<file path="src/rtl/sys_defs.sv">
// rtl/sys_defs.sv - shared memory-instruction class and LL/SC request types.
package sys_defs;

  localparam int LLSC_TAG_W = 6;

  typedef enum logic [2:0] {
    IS_NOP_INST   = 3'd0,
    IS_LD_INST    = 3'd1,
    IS_ST_INST    = 3'd2,
    IS_LDL_INST   = 3'd3,
    IS_STQ_INST   = 3'd4,
    IS_STQ_C_INST = 3'd5,
    IS_BR_INST    = 3'd6,
    IS_ALU_INST   = 3'd7
  } MEM_INST_TYPE;

  typedef struct packed {
    MEM_INST_TYPE          mem_type;
    logic [63:0]           addr;
    logic [LLSC_TAG_W-1:0] tag;
  } LLSC_REQ;

  // Only these classes touch the reservation table; everything else is dropped.
  function automatic logic is_llsc_relevant(input MEM_INST_TYPE t);
    case (t)
      IS_LD_INST, IS_STQ_INST, IS_LDL_INST, IS_STQ_C_INST: return 1'b1;
      default:                                             return 1'b0;
    endcase
  endfunction

endpackage

</file>
<file path="src/rtl/llsc_req_fifo.sv">
// rtl/llsc_req_fifo.sv - in-order FIFO of LL/SC requests, two pushes and one pop per cycle.
module llsc_req_fifo
  import sys_defs::*;
#(
  parameter int DEPTH = 4,
  parameter int CNT_W = $clog2(DEPTH + 1)
) (
  input  logic             clk_i,
  input  logic             rst_i,
  input  logic             clr_i,
  input  logic             wr0_en_i,
  input  LLSC_REQ          wr0_data_i,
  input  logic             wr1_en_i,
  input  LLSC_REQ          wr1_data_i,
  input  logic             rd_en_i,
  output LLSC_REQ          head_o,
  output logic [CNT_W-1:0] count_o,
  output logic             full_o,
  output logic             empty_o
);

  localparam int PTR_W = $clog2(DEPTH);

  LLSC_REQ          mem_q [DEPTH];
  logic [PTR_W-1:0] wr_ptr_q, wr_ptr_d;
  logic [PTR_W-1:0] rd_ptr_q, rd_ptr_d;
  logic [CNT_W-1:0] count_q, count_d;
  logic [PTR_W-1:0] wr1_idx;

  // Port 1 lands behind port 0 when both push; DEPTH is a power of two so pointers wrap naturally.
  assign wr1_idx = wr_ptr_q + PTR_W'(wr0_en_i);

  always_comb begin
    wr_ptr_d = wr_ptr_q + PTR_W'(wr0_en_i) + PTR_W'(wr1_en_i);
    rd_ptr_d = rd_ptr_q + PTR_W'(rd_en_i);
    count_d  = count_q + CNT_W'(wr0_en_i) + CNT_W'(wr1_en_i) - CNT_W'(rd_en_i);
    if (clr_i) begin
      wr_ptr_d = '0;
      rd_ptr_d = '0;
      count_d  = '0;
    end
  end

  always_ff @(posedge clk_i or posedge rst_i) begin
    if (rst_i) begin
      wr_ptr_q <= '0;
      rd_ptr_q <= '0;
      count_q  <= '0;
    end else begin
      wr_ptr_q <= wr_ptr_d;
      rd_ptr_q <= rd_ptr_d;
      count_q  <= count_d;
    end
  end

  always_ff @(posedge clk_i) begin
    if (wr0_en_i) mem_q[wr_ptr_q] <= wr0_data_i;
    if (wr1_en_i) mem_q[wr1_idx]  <= wr1_data_i;
  end

  assign head_o  = mem_q[rd_ptr_q];
  assign count_o = count_q;
  assign full_o  = (count_q == CNT_W'(DEPTH));
  assign empty_o = (count_q == '0);

endmodule

</file>
<file path="src/rtl/llsc_port_arbiter.sv">
// rtl/llsc_port_arbiter.sv - serialises two LSQ issue ports into the single-access LL/SC
// reservation table and returns store-conditional verdicts tagged with their ROB entry.
module llsc_port_arbiter
  import sys_defs::*;
#(
  parameter int DEPTH = 4,
  parameter int TAG_W = 6,
  parameter int CNT_W = $clog2(DEPTH + 1)
) (
  input  logic             clock,
  input  logic             reset,
  input  logic             flush,
  input  logic             in0_valid,
  input  MEM_INST_TYPE     in0_type,
  input  logic [63:0]      in0_addr,
  input  logic [TAG_W-1:0] in0_tag,
  output logic             in0_ready,
  input  logic             in1_valid,
  input  MEM_INST_TYPE     in1_type,
  input  logic [63:0]      in1_addr,
  input  logic [TAG_W-1:0] in1_tag,
  output logic             in1_ready,
  output logic             tbl_valid,
  output MEM_INST_TYPE     tbl_type,
  output logic [63:0]      tbl_addr,
  input  logic             tbl_sc_success,
  output logic             sc_result_valid,
  output logic [TAG_W-1:0] sc_result_tag,
  output logic             sc_success,
  output logic             full,
  output logic             empty
);

  localparam logic [CNT_W-1:0] DEPTH_C = CNT_W'(DEPTH);

  LLSC_REQ          req0, req1, head;
  logic [CNT_W-1:0] count, free;
  logic             push0, push1;

  logic             sc_valid_q, sc_valid_d;
  logic [TAG_W-1:0] sc_tag_q, sc_tag_d;
  logic             sc_succ_q, sc_succ_d;

  // Ready uses the current occupancy only; a same-cycle pop is never credited.
  assign free      = DEPTH_C - count;
  assign in0_ready = !flush && (free >= CNT_W'(1));
  assign in1_ready = !flush && (in0_valid ? (free >= CNT_W'(2)) : (free >= CNT_W'(1)));

  assign push0 = in0_valid && in0_ready && is_llsc_relevant(in0_type);
  assign push1 = in1_valid && in1_ready && is_llsc_relevant(in1_type);

  assign req0 = '{mem_type: in0_type, addr: in0_addr, tag: LLSC_TAG_W'(in0_tag)};
  assign req1 = '{mem_type: in1_type, addr: in1_addr, tag: LLSC_TAG_W'(in1_tag)};

  llsc_req_fifo #(
    .DEPTH(DEPTH),
    .CNT_W(CNT_W)
  ) u_fifo (
    .clk_i     (clock),
    .rst_i     (reset),
    .clr_i     (flush),
    .wr0_en_i  (push0),
    .wr0_data_i(req0),
    .wr1_en_i  (push1),
    .wr1_data_i(req1),
    .rd_en_i   (tbl_valid),
    .head_o    (head),
    .count_o   (count),
    .full_o    (full),
    .empty_o   (empty)
  );

  assign tbl_valid = !empty && !flush;
  assign tbl_type  = head.mem_type;
  assign tbl_addr  = head.addr;

  // Tag and verdict hold between results so the ROB can sample them lazily.
  always_comb begin
    sc_valid_d = tbl_valid && (head.mem_type == IS_STQ_C_INST);
    sc_tag_d   = sc_tag_q;
    sc_succ_d  = sc_succ_q;
    if (sc_valid_d) begin
      sc_tag_d  = TAG_W'(head.tag);
      sc_succ_d = tbl_sc_success;
    end
  end

  always_ff @(posedge clock or posedge reset) begin
    if (reset) begin
      sc_valid_q <= 1'b0;
      sc_tag_q   <= '0;
      sc_succ_q  <= 1'b0;
    end else begin
      sc_valid_q <= sc_valid_d;
      sc_tag_q   <= sc_tag_d;
      sc_succ_q  <= sc_succ_d;
    end
  end

  assign sc_result_valid = sc_valid_q;
  assign sc_result_tag   = sc_tag_q;
  assign sc_success      = sc_succ_q;

endmodule

</file>
<file path="config.mk">
export PLATFORM = sky130hd
export DESIGN_NAME = llsc_port_arbiter
export DESIGN_NICKNAME = d
export VERILOG_FILES = /design/src/rtl/sys_defs.sv /design/src/rtl/llsc_req_fifo.sv /design/src/rtl/llsc_port_arbiter.sv
export SDC_FILE = /design/constraint.sdc
export NUM_CORES = 1
export LEC_CHECK = 0
export ABC_CLOCK_PERIOD_IN_PS = 17000
export CAP_MARGIN = 30
export CORE_AREA = 3 3 202 204
export CTS_BUF_LIST = sky130_fd_sc_hd__clkbuf_16
export DETAILED_ROUTE_END_ITERATION = 12
export DIE_AREA = 0 0 205 207
export GPL_ROUTABILITY_DRIVEN = 0
export PLACE_DENSITY_LB_ADDON = 0.15
export SYNTH_ARGS = -nofsm -noshare
export SYNTH_HDL_FRONTEND = slang
export SYNTH_SLANG_ARGS = --single-unit
</file>
<file path="constraint.sdc">
create_clock -name clock -period 17 [get_ports clock]
set_input_delay 2.55 -clock clock [delete_from_list [all_inputs] [get_ports clock]]
set_output_delay 2.55 -clock clock [all_outputs]
set_load 0.05 [all_outputs]
</file>
==> results of run 1 <==
cell type report:
| class | instances | area (sq um) |
|---|---|---|
| clock inverters | 29 | 173.9 |
| inverters | 10 | 37.54 |
| flip-flops and latches | 307 | 9151 |
| multi-input cells | 424 | 5535 |
| repair buffers | 249 | 2467 |
| fillers | 3384 | 20450 |
| clock buffers | 39 | 975.9 |
| diodes | 3 | 7.507 |
| well taps | 525 | 656.9 |
synthesized netlist by cell type:
cell type | number | area [sq um]
o22ai_1 | 2 | 12.51
buf_1 | 1 | 3.750
nor4b_1 | 3 | 26.28
xnor2_1 | 3 | 26.28
nor3_1 | 1 | 5.000
inv_1 | 10 | 37.54
mux4_2 | 73 | 1644
mux2_1 | 22 | 247.7
or3_1 | 1 | 6.260
nor4_4 | 2 | 42.54
buf_4 | 69 | 518.0
xor2_1 | 1 | 8.760
nor2b_1 | 2 | 12.51
clkbuf_1 | 8 | 30.03
dfrtp_1 | 15 | 375.4
nor2_1 | 10 | 37.54
edfxtp_1 | 292 | 8768
nand2b_1 | 5 | 31.28
xor2_2 | 1 | 16.27
o211ai_2 | 1 | 12.51
o21bai_1 | 2 | 15.01
nand4b_2 | 1 | 15.01
a2111oi_1 | 1 | 10.01
ha_1 | 9 | 112.6
mux2_2 | 277 | 3119
fa_1 | 2 | 40.04
nand2_1 | 4 | 15.01
buf_6 | 26 | 292.8
a21oi_4 | 1 | 16.27
buf_2 | 11 | 55.05
flip-flops by register name (all words and copies together) (netlist names):
register,count
u_fifo.mem_q,292
sc_result_tag,6
u_fifo.count_o,3
u_fifo.rd_ptr_q,2
u_fifo.wr_ptr_q,2
sc_result_valid,1
sc_success,1
how the worst min path moves through the flow:
stage                       start                 end  slack (ns)
6_report         sc_result_tag[0]    sc_result_tag[0]        0.50
5_1_grt                sc_success          sc_success        0.52
4_1_cts                sc_success          sc_success        0.51
3_5_place_dp           sc_success          sc_success        0.49
3_3_place_gp           sc_success          sc_success        0.49
2_1_floorplan  u_fifo.rd_ptr_q[0]  u_fifo.rd_ptr_q[0]        0.57
metal layers:
layer  vias to the layer above  routed length (microns)
met3                        48                     1856
met4                         2                      788
met1                      4199                    15280
li1                       3714                        -
met2                       186                    19180
met5                         -                        7
where the power goes:
part | total, W | switching (W) | internal [W]
clock network | 0.000745 | 0.000302 | 0.000443
registers | 0.000968 | 0.0000518 | 0.000917
logic | 0.000934 | 0.000552 | 0.000382
total | 0.00265 | 0.000906 | 0.00174
worst reg2reg max path, cell delays in order (launching register included):
cell and delay (ns):
dfrtp_1 0.39, inv_1 0.11, ha_1 0.23, ha_1 0.29, nor4b_1 0.18, a2111oi_1 0.57, ha_1 0.32, xor2_2 0.12
nor2_1 0.10, nor4b_2 0.18, buf_4 0.57, o21bai_4 0.25, buf_4 0.50, buf_4 0.64
kinds of logic (layout without fill, tap and decap cells):
family,Yosys count,in the layout,synth area share [%]
mux,372,372,32.22
flops,307,307,58.79
buf+inv,125,327,6.025
simple gates,29,29,1.231
fa+ha+maj,11,11,0.9814
compound gates,7,7,0.4263
xor+xnor,5,5,0.3299
other cells,0,3,0
stage by stage:
stage	power, W	setup slack (ns)	util (%)	hold WS [ns]
4_1_cts	0.002694	9.710	48.15	0.5054
6_report	0.002647	9.770	48.17	0.5004
3_5_place_dp	0.001935	9.632	45.23	0.4925
3_3_place_gp	0.001933	9.713	45.16	0.4891
5_1_grt	0.002762	9.630	48.16	0.5156
2_1_floorplan	0.001717	9.029	-	0.5677
==> results.md, run 1 <==
* Busiest grt layer: met2
* IO Port Bufs at 231
* Met2 Use GR at 30.90%
* Most frequent cells in the layout: 292 x edfxtp_1, 277 x mux2_2, 231 x clkdlybuf4s50_1
* CTS root buffer: clkbuf_16
* Avg Inst Size Synth at 18.17 sq um
* CTS tree: built
* Area Growth Syn to Fin at 22.19%
* Worst setup EP type: output port
* CP Launch Point: flush
* Post-synth cell types at 30
* Hold_buf cts at 0
* Worst Hold Class: register to register
* Setup violators final at 0
* Crit path to: tbl_valid
* Wire per inst at 23.40 microns
* Die Ht at 207 microns
* Initial antenna violation count at 4
* Global-route congestion overflow total at 0
* Register-to-Register Path Depth at 13
* GR Util met1 at 21.89%
* Share of layout cells above drive strength 1 at 40.64%
* Commonest non-fill, non-tap cell in the layout: edfxtp_1
* Post-route cell area at 19010 sq um
* Dpl cell area at 17850 sq um
* Post-synthesis net count at 1019
* Mapped Area at 15550 sq um
* Worst-path maximum fanout at 16
* Die X at 205 microns
* Crit-path cells: clkdlybuf4s50_1, nor2_1, clkdlybuf4s50_1
* DRT antenna net count at 0
* Setup TNS at 0 ns
* Clock transition at path regs at 0.05 ns
* Largest net degree at the start of global routing at 51
* Setup crit start kind: primary input
* Clock skew at 0.01561 ns
* Post-Layout Cell Count at 1586
* Slowest stage delay, CP at 0.88 ns
* First-pass GRT wire length at 56860 microns
* Tmin final at 7.230 ns
* Vias in the first global route at 9139
* Slew Viols, Final at 0
* Post-CTS Setup Inserts at 0
* FF-to-FF Start: u_fifo.count_o[0]
* Final wirelength at 37110 microns
* Status: complete, no violations
* Via density at 5.138
* Fmax achieved at 0.1383 GHz
* Cells after Synth at 856
* TritonCTS buffer count at 37
* R2R Setup Slk at 12.11 ns
* DR DRC count at 0
* Post-synthesis sequential area ratio at 58.79%
* Clk_lat worst skew at 0.53 ns
* Pwr dens at 139.3 nW/um^2
* WS Path Type: primary input to output port
* Max-cap violations at 0
* R2r endpoint: u_fifo.mem_q[1][9]
* LEAKAGE at 6.139 nW
* Max-Slew Margin vs Limit at 41.43%
* CTS Buffer Depth at 3
* Initial DRC count at 389
* Num rows at 73
* RSZ-0062 raised after global routing: false
* Largest delay contributor family on the critical path: buffers and inverters
* Slowest cell on crit path: clkdlybuf4s50_1
* CTS H-tree lvls at 2
* Core area at 39460 sq um
* Final hold vios at 0
* Crit-path most repeated cell: clkdlybuf4s50_1
* DRT Pass-1 Iters at 4
* Via count at 8149
* Final #Nets at 1192
* Hold Crit Depth at 1
* IO Pins at 232
* Dpl hpwl at 22080 microns
* CP bufs+invs at 2
* Slew @ Worst Pin at 0.8785 ns
* # resized after CTS at 0
* Worst endpoint required time at 14.45 ns
* Gr usage total at 17.65%
* Total clock sinks at 307
* VDD IR max at 75.23 uV
* Number of cells on the critical path at 3
* Synth Warn # at 0
* Met3 Use GR at 3.819%
* Die Area at 42440 sq um
* Final period utilization at 42.53%
* Post-Place Cells at 1515
* Initial core utilization at 39.42%
* Synthesis-stage register bit count at 307
* CP Data Arrival Time at 4.68 ns
Note: power is estimated with default switching activity, not from simulation.
==> run 2: changes to the inputs <==
Settings changed: ABC_CLOCK_PERIOD_IN_PS 17000 to 6260.
Clock period 17 ns to 6.26 ns, I/O delays scaled along.
==> run 2 against run 1 <==
Compared with the run above: count of clock-buffer cells in the layout down 3; final area down 0.40%; clock skew up 0.0015 ns; non-clock buffer count unchanged.
==> results.md, run 2 (synthesized netlist as in run 1, its figures left out) <==
* Status: complete, no violations
* Global-route congestion overflow total at 0 (unchanged)
* Final hold vios at 0 (unchanged)
* Commonest non-fill, non-tap cell in the layout: edfxtp_1
* Initial DRC count at 538 (+38%)
* Max-cap violations at 0 (unchanged)
* Tot Pwr at 0.007110 W (+170%)
* Setup TNS at 0 ns (unchanged)
* # resized after CTS at 0 (unchanged)
* Final #Nets at 1191 (-0.084%)
* Wire per inst at 24.23 microns (+3.5%)
* Tmin final at 4.184 ns
* CTS Buffer Depth at 3 (unchanged)
* Post-Layout Cell Count at 1576 (-0.63%)
* Largest delay contributor family on the critical path: buffers and inverters
* Via density at 5.212 (+1.4%)
* Setup crit start kind: register
* Pwr dens at 375.6 nW/um^2 (+170%)
* CTS root buffer: clkbuf_16
* CP Data Arrival Time at 3.24 ns (-1.44 ns)
* RSZ-0062 raised after global routing: false
* Fin util at 47.97% (-0.19 points)
* Slowest stage delay, CP at 0.87 ns (about the same)
* WS Path Type: register to output port
* CTS tree: built
* CTS H-tree lvls at 2 (unchanged)
* IO Pins at 232 (unchanged)
* Crit-path cells: buf_12, mux4_2, clkdlybuf4s50_1
* VDD IR max at 210.6 uV (+180%)
* Minimum setup slack after placement at 1.544 ns (-8.088 ns)
* Largest net degree at the start of global routing at 74 (+45%)
* Final period utilization at 66.83%
* Slew Viols, Final at 0 (unchanged)
* Die Ht at 207 microns (unchanged)
* # diodes at 0 (-3)
* TritonCTS buffer count at 36 (-2.7%)
* Core area at 39460 sq um (unchanged)
* Slew @ Worst Pin at 0.8991 ns (+0.02056 ns)
* Worst endpoint required time at 5.32 ns (-9.13 ns)
* Vias in the first global route at 9063 (-0.83%)
* LEAKAGE at 6.112 nW (-0.44%)
* Clock skew at 0.01711 ns (+0.001499 ns)
* Reg with most FFs: u_fifo.mem_q
* Largest register FFs at 292 (unchanged)
* Post-CTS Setup Inserts at 0 (unchanged)
* Area Growth Syn to Fin at 21.70%
* DR DRC count at 0 (unchanged)
* Hold_buf cts at 0 (unchanged)
* Share of layout cells above drive strength 1 at 40.15% (-0.49 points)
* Setup violators final at 0 (unchanged)
* Clock transition at path regs at 0.06 ns (about the same)
* DRT antenna net count at 0 (unchanged)
* Num rows at 73 (unchanged)
* Slowest cell on crit path: dfrtp_4
* Total clock sinks at 307 (unchanged)
* Max-Slew Margin vs Limit at 40.06% (-1.4 points)
* Gr usage total at 18.03% (+0.38 points)
* DRT Pass-1 Iters at 4 (unchanged)
* Initial core utilization at 39.42% (unchanged)
* Via count at 8214 (+0.80%)
* Worst setup EP type: output port
* Fmax achieved at 0.2390 GHz
* Worst Hold Class: register to register
* Initial antenna violation count at 5 (+1)
* Final wirelength at 38180 microns (+2.9%)
* CP bufs+invs at 2 (unchanged)
* Clk_lat worst skew at 0.54 ns (about the same)
* Most frequent cells in the layout: 292 x edfxtp_1, 277 x mux2_2, 231 x clkdlybuf4s50_1
* Post-Place Cells at 1515 (unchanged)
* First-pass GRT wire length at 57470 microns (+1.1%)
* Die Area at 42440 sq um (unchanged)
* Dpl hpwl at 22530 microns (+2.0%)
* Die X at 205 microns (unchanged)
* IO Port Bufs at 231 (unchanged)
* Final worst-path setup slack at 2.076 ns (-7.693 ns)
* Worst-path maximum fanout at 45 (+29)
[run 2: path summary, 6_finish.rpt]
check                                   start             endpoint  slack, ns  depth (start not counted)
max                        u_fifo.rd_ptr_q[0]          tbl_type[2]       2.08                          3
min                          sc_result_tag[3]     sc_result_tag[3]       0.51                          1
min in group asynchronous               reset      sc_result_valid       0.79                          2
min reg2reg                  sc_result_tag[3]     sc_result_tag[3]       0.51                          1
max reg2reg                 u_fifo.count_o[0]  u_fifo.mem_q[2][49]       2.08                         11
max in group asynchronous               reset   u_fifo.rd_ptr_q[1]       5.01                          2
[run 2: metal layers]
metal / global-route usage [%] / part of all wire (%)
met1: 23.45 / 42
met2: 30.90 / 51
met3: 3.960 / 5.2
met4: 4.172 / 1.7
met5: 0 / 0.17
[run 2: power breakdown]
part	leakage [nW]	switching (W)	total [W]	internal, W
clock network	0.574	0.000820	0.00190	0.00108
registers	2.84	0.000119	0.00261	0.00249
logic	2.70	0.00155	0.00260	0.00105
total	6.11	0.00249	0.00711	0.00462
[run 2: final cells by class]
type                            count  area (sq um)
Tap cell                          525         656.9
Clock inverter                     25         142.6
Fill cell                        3394         20530
Timing Repair Buffer              249          2505
Clock buffer                       36         900.9
Inverter                           10         37.54
Sequential cell                   307          9151
Multi-Input combinational cell    424          5535
[run 2: through the flow]
| step | instance area [sq um] | hold slack [ns] |
|---|---|---|
| 6_report | 18930 | 0.5090 |
| 5_1_grt | 18930 | 0.5194 |
| 4_1_cts | 18930 | 0.5139 |
| 3_5_place_dp | 17890 | 0.4988 |
| 3_3_place_gp | 17860 | 0.4915 |
| 2_1_floorplan | 15570 | 0.5677 |
